--- config.mk ---
export PLATFORM = sky130hd
export DESIGN_NAME = axon_dispatcher
export DESIGN_NICKNAME = d
export VERILOG_FILES = /design/src/rtl/axon_dispatcher.sv
export SDC_FILE = /design/constraint.sdc
export NUM_CORES = 1
export LEC_CHECK = 0
export BUFFER_PORTS_ARGS = -buffer_cell sky130_fd_sc_hd__buf_2
export CAP_MARGIN = 20
export CORE_MARGIN = 5
export CORE_UTILIZATION = 40
export DETAILED_ROUTE_END_ITERATION = 8
export GPL_TIMING_DRIVEN = 0
export PLACE_DENSITY = 0.68
export SLEW_MARGIN = 20
export SYNTH_ARGS = -nofsm -noshare
export SYNTH_HDL_FRONTEND = slang
export SYNTH_SLANG_ARGS = --single-unit
--- constraint.sdc ---
create_clock -name clk -period 5.23 [get_ports clk]
set_clock_uncertainty 0.1 [all_clocks]
set_input_delay 1.046 -clock clk [delete_from_list [all_inputs] [get_ports clk]]
set_output_delay 1.046 -clock clk [all_outputs]
set_load 0.02 [all_outputs]
--- src/rtl/axon_dispatcher.sv ---
// Initiator side of the axon->neuron synapse lookup: walks the latched spike
// bitmap, requests each spiking axon from the responder and forwards its events.
module axon_dispatcher #(
  parameter int NUM_AXONS      = 256,
  parameter int NUM_NEURONS    = 256,
  parameter int TIMEOUT        = 1024,
  parameter int RECOVER_CYCLES = 2,
  localparam int AW  = $clog2(NUM_AXONS),
  localparam int NW  = $clog2(NUM_NEURONS),
  localparam int WDW = $clog2(TIMEOUT + 1),
  localparam int RCW = $clog2(RECOVER_CYCLES + 1)
) (
  input  logic                 clk,
  input  logic                 rst,
  input  logic                 tick,
  input  logic [NUM_AXONS-1:0] axon_spikes,
  output logic [AW-1:0]        axon_number,
  output logic                 enable,
  input  logic                 synap_con_done,
  input  logic [NW-1:0]        neuron_number,
  input  logic                 neuron_number_valid,
  output logic                 event_valid,
  output logic [AW-1:0]        event_axon,
  output logic [NW-1:0]        event_neuron,
  output logic                 busy,
  output logic                 tick_done,
  output logic [15:0]          event_count,
  output logic                 timeout_err,
  output logic                 tick_overrun
);

  typedef enum logic [2:0] {S_IDLE, S_SCAN, S_REQ, S_RECOVER, S_FINISH} state_t;

  state_t               state_q, state_d;
  logic [NUM_AXONS-1:0] pending_q, pending_d;
  logic [AW-1:0]        ptr_q, ptr_d;
  logic [AW-1:0]        axon_number_q, axon_number_d;
  logic                 enable_q, enable_d;
  logic [WDW-1:0]       wd_q, wd_d;
  logic [RCW-1:0]       rc_q, rc_d;
  logic                 event_valid_q, event_valid_d;
  logic [AW-1:0]        event_axon_q, event_axon_d;
  logic [NW-1:0]        event_neuron_q, event_neuron_d;
  logic                 busy_q, busy_d;
  logic                 tick_done_q, tick_done_d;
  logic [15:0]          event_count_q, event_count_d;
  logic                 timeout_err_q, timeout_err_d;
  logic                 tick_overrun_q, tick_overrun_d;

  localparam logic [AW-1:0]  LAST_AXON = AW'(NUM_AXONS - 1);
  localparam logic [WDW-1:0] WD_LIMIT  = WDW'(TIMEOUT - 1);
  localparam logic [RCW-1:0] RC_LOAD   = RCW'(RECOVER_CYCLES);

  // Next-state, request sequencing and event forwarding.
  always_comb begin
    state_d        = state_q;
    pending_d      = pending_q;
    ptr_d          = ptr_q;
    axon_number_d  = axon_number_q;
    enable_d       = enable_q;
    wd_d           = wd_q;
    rc_d           = rc_q;
    event_valid_d  = 1'b0;
    event_axon_d   = event_axon_q;
    event_neuron_d = event_neuron_q;
    busy_d         = busy_q;
    tick_done_d    = 1'b0;
    event_count_d  = event_count_q;
    timeout_err_d  = timeout_err_q;
    tick_overrun_d = tick_overrun_q;

    // axon_number is held through RECOVER, so late pulses tag the axon just served.
    if (neuron_number_valid && (state_q != S_IDLE) && (state_q != S_FINISH)) begin
      event_valid_d  = 1'b1;
      event_axon_d   = axon_number_q;
      event_neuron_d = neuron_number;
      if (event_count_q != 16'hFFFF) begin
        event_count_d = event_count_q + 16'd1;
      end else begin
        event_count_d = event_count_q;
      end
    end else begin
      event_valid_d = 1'b0;
    end

    if (tick && busy_q) begin
      tick_overrun_d = 1'b1;
    end else begin
      tick_overrun_d = tick_overrun_d;
    end

    case (state_q)
      S_IDLE: begin
        if (tick) begin
          pending_d      = axon_spikes;
          ptr_d          = {AW{1'b0}};
          event_count_d  = 16'd0;
          timeout_err_d  = 1'b0;
          tick_overrun_d = 1'b0;
          busy_d         = 1'b1;
          state_d        = S_SCAN;
        end else begin
          state_d = S_IDLE;
        end
      end
      S_SCAN: begin
        if (pending_q[ptr_q]) begin
          axon_number_d = ptr_q;
          enable_d      = 1'b1;
          wd_d          = {WDW{1'b0}};
          state_d       = S_REQ;
        end else if (ptr_q == LAST_AXON) begin
          state_d = S_FINISH;
        end else begin
          ptr_d = ptr_q + {{(AW-1){1'b0}}, 1'b1};
        end
      end
      S_REQ: begin
        if (synap_con_done) begin
          enable_d         = 1'b0;
          pending_d[ptr_q] = 1'b0;
          rc_d             = RC_LOAD;
          state_d          = S_RECOVER;
        end else if (wd_q == WD_LIMIT) begin
          enable_d         = 1'b0;
          timeout_err_d    = 1'b1;
          pending_d[ptr_q] = 1'b0;
          rc_d             = RC_LOAD;
          state_d          = S_RECOVER;
        end else begin
          wd_d = wd_q + {{(WDW-1){1'b0}}, 1'b1};
        end
      end
      S_RECOVER: begin
        // Leave once the decrement reaches zero.
        if (rc_q <= {{(RCW-1){1'b0}}, 1'b1}) begin
          rc_d = {RCW{1'b0}};
          if (ptr_q == LAST_AXON) begin
            state_d = S_FINISH;
          end else begin
            ptr_d   = ptr_q + {{(AW-1){1'b0}}, 1'b1};
            state_d = S_SCAN;
          end
        end else begin
          rc_d = rc_q - {{(RCW-1){1'b0}}, 1'b1};
        end
      end
      S_FINISH: begin
        tick_done_d = 1'b1;
        busy_d      = 1'b0;
        state_d     = S_IDLE;
      end
      default: begin
        state_d  = S_IDLE;
        enable_d = 1'b0;
        busy_d   = 1'b0;
      end
    endcase
  end

  // State and output registers with asynchronous active-low reset.
  always_ff @(posedge clk or negedge rst) begin
    if (!rst) begin
      state_q        <= S_IDLE;
      pending_q      <= {NUM_AXONS{1'b0}};
      ptr_q          <= {AW{1'b0}};
      axon_number_q  <= {AW{1'b0}};
      enable_q       <= 1'b0;
      wd_q           <= {WDW{1'b0}};
      rc_q           <= {RCW{1'b0}};
      event_valid_q  <= 1'b0;
      event_axon_q   <= {AW{1'b0}};
      event_neuron_q <= {NW{1'b0}};
      busy_q         <= 1'b0;
      tick_done_q    <= 1'b0;
      event_count_q  <= 16'd0;
      timeout_err_q  <= 1'b0;
      tick_overrun_q <= 1'b0;
    end else begin
      state_q        <= state_d;
      pending_q      <= pending_d;
      ptr_q          <= ptr_d;
      axon_number_q  <= axon_number_d;
      enable_q       <= enable_d;
      wd_q           <= wd_d;
      rc_q           <= rc_d;
      event_valid_q  <= event_valid_d;
      event_axon_q   <= event_axon_d;
      event_neuron_q <= event_neuron_d;
      busy_q         <= busy_d;
      tick_done_q    <= tick_done_d;
      event_count_q  <= event_count_d;
      timeout_err_q  <= timeout_err_d;
      tick_overrun_q <= tick_overrun_d;
    end
  end

  assign axon_number  = axon_number_q;
  assign enable       = enable_q;
  assign event_valid  = event_valid_q;
  assign event_axon   = event_axon_q;
  assign event_neuron = event_neuron_q;
  assign busy         = busy_q;
  assign tick_done    = tick_done_q;
  assign event_count  = event_count_q;
  assign timeout_err  = timeout_err_q;
  assign tick_overrun = tick_overrun_q;

endmodule
==> results_dict.tcl, run 1 <==
set metrics [dict create \
    status "complete, no violations" \
    place_congestion 0.947 \
    first_pass_iters 6 \
    final.min_clock_period_ns 4.24 \
    dp_slack_ns 1.18 \
    h-tree-depth 2 \
    cp.required_ns 5.60 \
    tns_ns 0 \
    die_h_microns 216 \
    crit_chain "clkbuf_1 -> nor2_1 -> a22oi_1 -> a31oi_1 -> a2111oi_2 -> a2111oi_4 -> a2111oi_2 -> buf_6 -> buf_6 -> o21ai_1 -> a21oi_1" \
    instances_no_fill 2604 \
    io_buffers 314 \
    synth_top_area_frac 0.479 \
    wl_microns 67500 \
    hold_path_class "in2async" \
    dieArea_sq_um 46800 \
    arrival_ns 4.60 \
    power_w 0.0124 \
    crit_type "reg2reg" \
    cp_top_family "compound AO/OA/AOI/OAI gates" \
    start_kind "flip-flop" \
    vias 16138 \
    yosysMostFrequentCell "dfrtp_1" \
    ant_nets 0 \
    start_util 0.405 \
    synthTopCellsByArea "dfrtp_1 (48%), a22o_1 (13%), o21ai_0 (7.9%), nand2_1 (7.1%), mux4_2 (5.8%)" \
    num_rows 75 \
    critPathBufInv 3 \
    numCtsBuffers 39 \
    area_growth_pct 21.2 \
    yosys.area.top_type "dfrtp_1" \
    max_stage_delay_ns 0.75 \
    synth.distinct_cells 62 \
    hold_viol 0 \
    syn_inst 1682 \
    hpwl_microns 48400 \
    max-cap-violations 0 \
    pin_count 315 \
    grt_usage 0.278 \
    slowest_stage "clkbuf_1" \
    die_width_microns 216 \
    core_area_sq_um 42000 \
    tightestPinTransition_ns 1.16 \
    synthArstFlopShare 1.00 \
    cts_hold_buf 0 \
    slew_violations 0 \
    clock_latency_ns 0.56 \
    whs_ns 0.396 \
    drive_gt1_frac 0.228 \
    max_slew_margin 0.230 \
    clock.fmax_ghz 0.236 \
    synth_commonest_cells "dfrtp_1 (326), nand2_1 (320), o21ai_0 (268)" \
    cts_tree "built" \
    post_cts_resized 0 \
    cts_setup_buffers 0 \
    fillers 3956 \
    first_iter_violations 1822 \
    postLayoutSetupSlackWorst_ns 0.994 \
    root_buffer "clkbuf_16" \
    wire_per_inst_microns 25.9 \
    fin_nets 2315 \
    ys_warn_count 0 \
    grt_pass1_wl_microns 99000 \
    first_global_vias 15752 \
    fin_crit_sh 0.810 \
    synthFlopType "dfrtp_1" \
    drc 0 \
    rsz0062_at_grt "no" \
    clock_sinks 326 \
    power_density_nw_per_um2 603 \
    synth-seq-cells 326 \
    clockBufferDepth 3 \
    viasPerCell 6.20 \
    antenna_found_initial 3 \
    path_max_fanout 10 \
    setup_viol 0 \
    end_kind "flip-flop" \
    leakage_nw 9.36 \
    dp_cells 2538 \
    grt_max_degree 100 \
    seq_area_frac_synth 0.479 \
    ir_drop_uv 249 \
    grt-ovfl-total 0 \
    syn_area_per_cell_sq_um 10.1 \
    syn_nets 1957 \
    syn-cell-area_sq_um 17000 \
    synth-edff-count 0 \
    clk_pin_slew_ns 0.06 \
]
metrics by stage:
step	instance area, sq um	utilization
after floorplan	17000	-
after detailed placement	19400	0.461
after global routing	20600	0.491
final	20600	0.491
after CTS	20600	0.491
after global placement	19300	0.459
per-layer routing:
metal	global-route usage	part of all wire
met4	0.131	0.052
met3	0.0564	0.10
met5	0	0.00046
met2	0.429	0.45
met1	0.379	0.40
cell type report:
cell class	instances	area (sq um)	area share
sequential	326	8160	0.395
clock inverter	6	108	0.00521
timing repair buffer	317	1660	0.0806
tap	539	674	0.0327
inverter	13	48.8	0.00236
multi-input combinational	1185	8090	0.392
buffer	158	737	0.0357
antenna	2	5.00	0.000242
clock buffer	58	1160	0.0562
placed cells by master (no fill, tap or decap), types with 4 or more instances in the layout:
master	n
a21oi_1	22
a22o_1	261
a22oi_1	9
a31oi_1	6
and3_1	7
buf_1	5
buf_2	323
buf_6	5
buf_8	4
clkbuf_1	139
clkbuf_16	41
clkbuf_8	7
dfrtp_1	326
ha_1	6
inv_1	12
mux2_1	4
mux2_2	25
mux2i_1	32
mux4_1	6
mux4_2	44
nand2_1	320
nand3_1	16
nand4_1	11
nor2_1	44
nor2b_1	10
nor3_1	6
o211ai_1	5
o21ai_0	268
o21ai_1	7
or3_1	6
or4_1	4
xor2_1	16
power by group:
| group | switching [W] | total [W] | internal (W) |
|---|---|---|---|
| Clock | 0.00109 | 0.00276 | 0.00167 |
| Combinational | 0.00327 | 0.00560 | 0.00233 |
| Sequential | 0.000590 | 0.00409 | 0.00350 |
| Total | 0.00495 | 0.0124 | 0.00750 |
path summary, 6_finish.rpt:
kind                                from              to  slack, ns  depth (start not counted)
max in group asynchronous            rst  pending_q[124]       3.29                          3
min                                  rst  event_count[7]       0.40                          1
max                             ptr_q[2]        ptr_q[6]       0.99                         11
min reg2reg                pending_q[19]   pending_q[19]       0.40                          1
max reg2reg                     ptr_q[2]        ptr_q[6]       0.99                         11
min in group clk           pending_q[19]   pending_q[19]       0.40                          1
kinds of logic (layout without fill, tap and decap cells):
| group | after synthesis | count (layout) | share of synthesized area |
|---|---|---|---|
| buffers and inverters | 171 | 552 | 0.0461 |
| other | 0 | 2 | 0 |
| adders and majority gates | 6 | 6 | 0.00441 |
| DFF | 326 | 326 | 0.479 |
| AOI/OAI and AO/OA | 608 | 608 | 0.247 |
| muxes | 111 | 111 | 0.105 |
| and+or+nand+nor | 441 | 441 | 0.108 |
| xor gates and xnor gates | 19 | 19 | 0.00977 |
registers in the layout, summed over array words and instances (netlist names), 2 cells and up:
signal / count
event_neuron: 8
pending_q: 256
axon_number: 8
rc_q: 2
event_axon: 8
ptr_q: 8
state_q: 3
wd_q: 11
event_count: 16
(Power assumes the default switching activity.)
==> run 2, diff against run 1 <==
==> constraint.sdc (replaced) <==
create_clock -name clk -period 4 [get_ports clk]
set_clock_uncertainty 0.1 [all_clocks]
set_input_delay 0.8 -clock clk [delete_from_list [all_inputs] [get_ports clk]]
set_output_delay 0.8 -clock clk [all_outputs]
set_load 0.02 [all_outputs]
==> results_dict.tcl, run 2 (synthesis results as in run 1) <==
set metrics [dict create \
    clock.fmax_ghz 0.250 \
    pwr-share-comb 0.450 \
    place_congestion 0.947 \
    rrSetupSlack_ns 0.004 \
    vias 16121 \
    fin_area_sq_um 20700 \
    p_sw_frac 0.398 \
    pin_count 315 \
    fin_crit_sh 0.999 \
    clk_pin_slew_ns 0.06 \
    internal_power_w 0.00981 \
    post_cts_resized 1 \
    core_area_sq_um 42000 \
    whs_ns 0.153 \
    wire_per_inst_microns 26.0 \
    numCtsBuffers 39 \
    rsz0062_at_grt "no" \
    first_global_vias 15752 \
    hold_path_class "in2async" \
    reg2reg_depth 10 \
    die_width_microns 216 \
    arrival_ns 4.36 \
    grt_pass1_wl_microns 99000 \
    r2r-end "ptr_q[7]" \
    ir_drop_uv 328 \
    place_area_sq_um 19400 \
    tightestPinTransition_ns 1.19 \
    status "complete, no violations" \
    viasPerCell 6.19 \
    reg2reg_from "ptr_q[0]" \
    fillers 3953 \
    wl_microns 67600 \
    regMostFlops "pending_q" \
    start_util 0.405 \
    power_density_nw_per_um2 789 \
    drive_gt1_frac 0.228 \
    setup.worst_path.end "ptr_q[7]" \
    cp.required_ns 4.37 \
    slew_violations 0 \
    largest_reg_flops 256 \
    root_buffer "clkbuf_16" \
    end_kind "flip-flop" \
    final.min_clock_period_ns 4.00 \
    fin_nets 2315 \
    area_growth_pct 21.3 \
    num_rows 75 \
    io_buffers 314 \
    final_common_cell "dfrtp_1" \
    dieArea_sq_um 46800 \
    antenna_found_initial 3 \
    max_slew_margin 0.205 \
    grt_max_degree 100 \
    hpwl_microns 48400 \
    cts_hold_buf 0 \
    max-cap-violations 0 \
    crit_type "reg2reg" \
    clock_latency_ns 0.57 \
    first_pass_iters 6 \
    clockBufferDepth 3 \
    final_cell_mix "dfrtp_1 (326), nand2_1 (320), buf_2 (319), o21ai_0 (268), a22o_1 (261)" \
    grt-ovfl-total 0 \
    ant_nets 0 \
    hold_viol 0 \
    p_sw_w 0.00649 \
    setup_viol 0 \
    leakage_nw 9.37 \
    first_iter_violations 1789 \
    die_h_microns 216 \
    startpoint "ptr_q[0]" \
    start_kind "flip-flop" \
    p_seq_frac 0.328 \
    cts_setup_buffers 0 \
    pwr-share-clk 0.221 \
    h-tree-depth 2 \
    path_max_fanout 10 \
    power_w 0.0163 \
    cts_tree "built" \
    grt_usage 0.278 \
    clock_sinks 326 \
    drc 0 \
]
run 2: changes by cell type in the layout (fill, tap and decap cells not counted), sizes merged:
cell | previous run | this run
clkbuf | 187 | 191
buf | 346 | 342
run 2: critical path, stage by stage (launching register included):
cell	delay [ns]
dfrtp_1	0.42
buf_4	0.22
clkbuf_4	0.29
nor2_1	0.95
a221oi_1	0.18
o21ai_1	0.19
o211ai_1	0.24
a211oi_2	0.37
a2111oi_2	0.18
or4_1	0.52
a21oi_1	0.20
run 2: routing by layer:
| metal | GRT usage | vias to the layer above | wire, microns |
|---|---|---|---|
| met3 | 0.0564 | 194 | 6660 |
| li1 | - | 6900 | - |
| met1 | 0.379 | 8001 | 27200 |
| met4 | 0.131 | 6 | 3420 |
| met2 | 0.429 | 1020 | 30300 |
| met5 | 0 | - | 102 |
run 2: worst min path at each step:
stage / cells past startpoint / slack, ns / endpoint
4_1_cts: 1 / 0.17 / event_neuron[7]
5_1_grt: 1 / 0.22 / event_count[4]
2_1_floorplan: 1 / 0.36 / pending_q[122]
3_5_place_dp: 1 / 0.38 / pending_q[31]
6_report: 1 / 0.15 / event_count[7]
3_3_place_gp: 2 / 0.38 / tick_overrun
run 2: area by class of cell:
type	instances	area, sq um	area share
Antenna cell	2	5.00	0.000242
Multi-Input combinational cell	1185	8090	0.392
Timing Repair Buffer	317	1660	0.0806
Sequential cell	326	8160	0.395
Buffer	158	748	0.0362
Inverter	13	48.8	0.00236
Clock inverter	6	108	0.00521
Tap cell	539	674	0.0327
Clock buffer	58	1160	0.0562
run 2: per-stage QoR:
stage | instances | setup TNS, ns | util | setup WS [ns]
2_1_floorplan | 1682 | 0 | - | 1.04
3_3_place_gp | 2535 | -1357.26 | 0.459 | -4.20
3_5_place_dp | 2538 | -0.0462 | 0.461 | -0.0462
4_1_cts | 2602 | 0 | 0.491 | 0.0232
5_1_grt | 2602 | 0 | 0.491 | 0.0258
6_report | 2604 | 0 | 0.491 | 0.00391
run 2: power by group through the flow:
stage,combinational (W),clock (W),sequential (W)
floorplan,0.00490,0,0.00523
global placement,0.00704,0,0.00529
detailed placement,0.00717,0,0.00532
CTS,0.00721,0.00364,0.00530
global route,0.00785,0.00378,0.00547
finish,0.00734,0.00361,0.00535
==> run 3, diff against run 2 <==
--- a/config.mk
+++ b/config.mk
@@ -5,13 +5,14 @@
 export SDC_FILE = /design/constraint.sdc
 export NUM_CORES = 1
 export LEC_CHECK = 0
+export ABC_AREA = 1
 export BUFFER_PORTS_ARGS = -buffer_cell sky130_fd_sc_hd__buf_2
-export CAP_MARGIN = 20
+export CAP_MARGIN = 25
 export CORE_MARGIN = 5
 export CORE_UTILIZATION = 40
 export DETAILED_ROUTE_END_ITERATION = 8
 export GPL_TIMING_DRIVEN = 0
-export PLACE_DENSITY = 0.68
+export PLACE_DENSITY = 0.67
 export SLEW_MARGIN = 20
 export SYNTH_ARGS = -nofsm -noshare
 export SYNTH_HDL_FRONTEND = slang
==> results_dict.tcl, run 3 <==
set metrics [dict create \
    dieArea_sq_um 50300 \
    viasPerCell 5.45 \
    postLayoutSetupSlackWorst_ns -0.0000204 \
    top_layer_used "met5" \
    synth-seq-cells 326 \
    dp_cells 3658 \
    startpoint "ptr_q[3]" \
    ant_nets 0 \
    hold_path_class "in2async" \
    synth_top_area_frac 0.444 \
    synthFlopType "dfrtp_1" \
    vias 20291 \
    internal_power_w 0.00887 \
    fillers 4667 \
    place_congestion 0.976 \
    rrSetupSlack_ns -0.00002 \
    h-tree-depth 2 \
    synth.distinct_cells 35 \
    crit_type "reg2reg" \
    critPathBufInv 4 \
    first_pass_iters 6 \
    leakage_nw 12.1 \
    rsz0062_at_grt "no" \
    r2r-end "pending_q[112]" \
    hold_viol 0 \
    whs_ns 0.0760 \
    pin_count 315 \
    reg2reg_from "ptr_q[3]" \
    clk_pin_slew_ns 0.06 \
    fin_crit_sh 1.00 \
    ir_drop_uv 382 \
    final_common_cell "nand2_1" \
    pwr-share-clk 0.220 \
    grt_max_degree 98 \
    synthTopCellsByArea "dfrtp_1 (44%), nand2_1 (21%), o21ai_0 (7.9%), a21oi_1 (7.4%), inv_1 (5.0%)" \
    wl_met3_microns 8820 \
    instances_no_fill 3725 \
    syn-cell-area_sq_um 18400 \
    wl_met1_microns 30800 \
    root_buffer "clkbuf_16" \
    first_global_vias 19726 \
    cp.required_ns 4.35 \
    fin_area_sq_um 22200 \
    cp_top_family "buffers and inverters" \
    wl_met2_microns 34100 \
    start_util 0.405 \
    max-cap-violations 0 \
    cts_setup_buffers 0 \
    violations "setup timing" \
    grt-ovfl-total 0 \
    drc 0 \
    status "finished with violations" \
    final.min_clock_period_ns 4.00 \
    num_antenna_cells 0 \
    setup_viol 1 \
    fin_nets 3374 \
    numCtsBuffers 38 \
    dp_slack_ns -0.345 \
    hpwl_microns 55600 \
    crit_chain "buf_2 -> nor2_2 -> buf_2 -> inv_1 -> nor2_2 -> clkbuf_1 -> a21oi_1 -> o21ai_0 -> nand2_1" \
    p_seq_frac 0.325 \
    p_sw_frac 0.456 \
    synth_commonest_cells "nand2_1 (1,034), dfrtp_1 (326), o21ai_0 (290)" \
    max_stage_delay_ns 0.88 \
    clock_sinks 326 \
    yosysMostFrequentCell "nand2_1" \
    die_width_microns 224 \
    io_buffers 314 \
    wl_microns 78800 \
    final_cell_mix "nand2_1 (1,034), buf_2 (349), dfrtp_1 (326), o21ai_0 (290), a21oi_1 (270)" \
    first_iter_violations 2670 \
    end_kind "flip-flop" \
    syn_nets 3008 \
    synthArstFlopShare 1.00 \
    place_area_sq_um 20900 \
    grt_pass1_wl_microns 116000 \
    reg2reg_depth 9 \
    power_density_nw_per_um2 733 \
    syn_inst 2733 \
    area_growth_pct 20.8 \
    setup.worst_path.end "pending_q[112]" \
    cts_tree "built" \
    clockBufferDepth 3 \
    antenna_found_initial 1 \
    core_area_sq_um 45400 \
    p_sw_w 0.00742 \
    grt_usage 0.301 \
    path_max_fanout 10 \
    yosys.area.top_type "dfrtp_1" \
    tightestPinTransition_ns 1.15 \
    arrival_ns 4.35 \
    start_kind "flip-flop" \
    seq_area_frac_synth 0.444 \
    cp.depth 9 \
    pwr-share-comb 0.455 \
    clock.fmax_ghz 0.250 \
    die_h_microns 224 \
    syn_area_per_cell_sq_um 6.73 \
    slew_violations 0 \
    max_slew_margin 0.235 \
    power_w 0.0163 \
    wire_per_inst_microns 21.1 \
    slowest_stage "clkbuf_1" \
    regMostFlops "pending_q" \
    synth-edff-count 0 \
    largest_reg_flops 256 \
    clock_latency_ns 0.58 \
    drive_gt1_frac 0.148 \
    ys_warn_count 0 \
    num_rows 78 \
]
-- run 3: cell types whose count changed in the layout (fill, tap and decap cells not counted), sizes merged, moves of 32 or more --
cell	change
a21oi	+248
a22o	-261
inv	+240
mux2i	-32
mux4	-50
nand2	+718
nand3	+67
nor2	+173
o21ai	+52
-- run 3: layer usage --
layer | vias to the layer above | global-route usage
met3 | 304 | 0.0683
met1 | 9433 | 0.400
met5 | - | 0
met4 | 2 | 0.176
met2 | 1232 | 0.454
li1 | 9320 | -
-- run 3: worst min path at each step --
stage                                end  slack [ns]  depth (start not counted)
after floorplan                  rc_q[0]        0.36                          1
after global placement     event_axon[5]        0.36                          2
after detailed placement   event_axon[5]        0.36                          2
after CTS                 event_count[3]        0.09                          1
after global routing      event_count[4]        0.13                          1
final                     event_count[3]        0.08                          1
-- run 3: kinds of logic (layout without fill, tap and decap cells) --
logic type	count (synthesis)	in the layout	share of synthesized area
compound gates	607	607	0.168
xor+xnor	16	16	0.00762
flops	326	326	0.444
fa+ha+maj	6	6	0.00408
buf+inv	423	815	0.0909
simple gates	1355	1355	0.285
-- run 3: what timing repair did --
item,in CTS,in global routing
endpoints found under the setup margin,40,29
hold endpoints to repair,0,0
hold buffers,0,0
resized for setup,2,4
cloned,0,0
-- run 3: through the flow --
step / utilization / setup TNS (ns)
6_report: 0.489 / -0.0000204
5_1_grt: 0.489 / 0
4_1_cts: 0.489 / 0
3_5_place_dp: 0.460 / -7.11
3_3_place_gp: 0.456 / -1434.62
2_1_floorplan: - / 0
-- run 3: power groups by stage --
stage | clock (W) | combinational (W) | sequential [W]
2_1_floorplan | 0 | 0.00459 | 0.00522
3_3_place_gp | 0 | 0.00700 | 0.00526
3_5_place_dp | 0 | 0.00716 | 0.00530
4_1_cts | 0.00361 | 0.00721 | 0.00525
5_1_grt | 0.00374 | 0.00818 | 0.00541
6_report | 0.00359 | 0.00740 | 0.00529
-- run 3: cell type report --
cell class | instances | area, sq um | area share
sequential | 326 | 8160 | 0.367
buffer | 169 | 719 | 0.0324
tap | 600 | 751 | 0.0338
timing repair buffer | 329 | 1790 | 0.0807
multi-input combinational | 1984 | 8570 | 0.386
clock buffer | 56 | 1150 | 0.0517
inverter | 251 | 942 | 0.0424
clock inverter | 10 | 119 | 0.00535
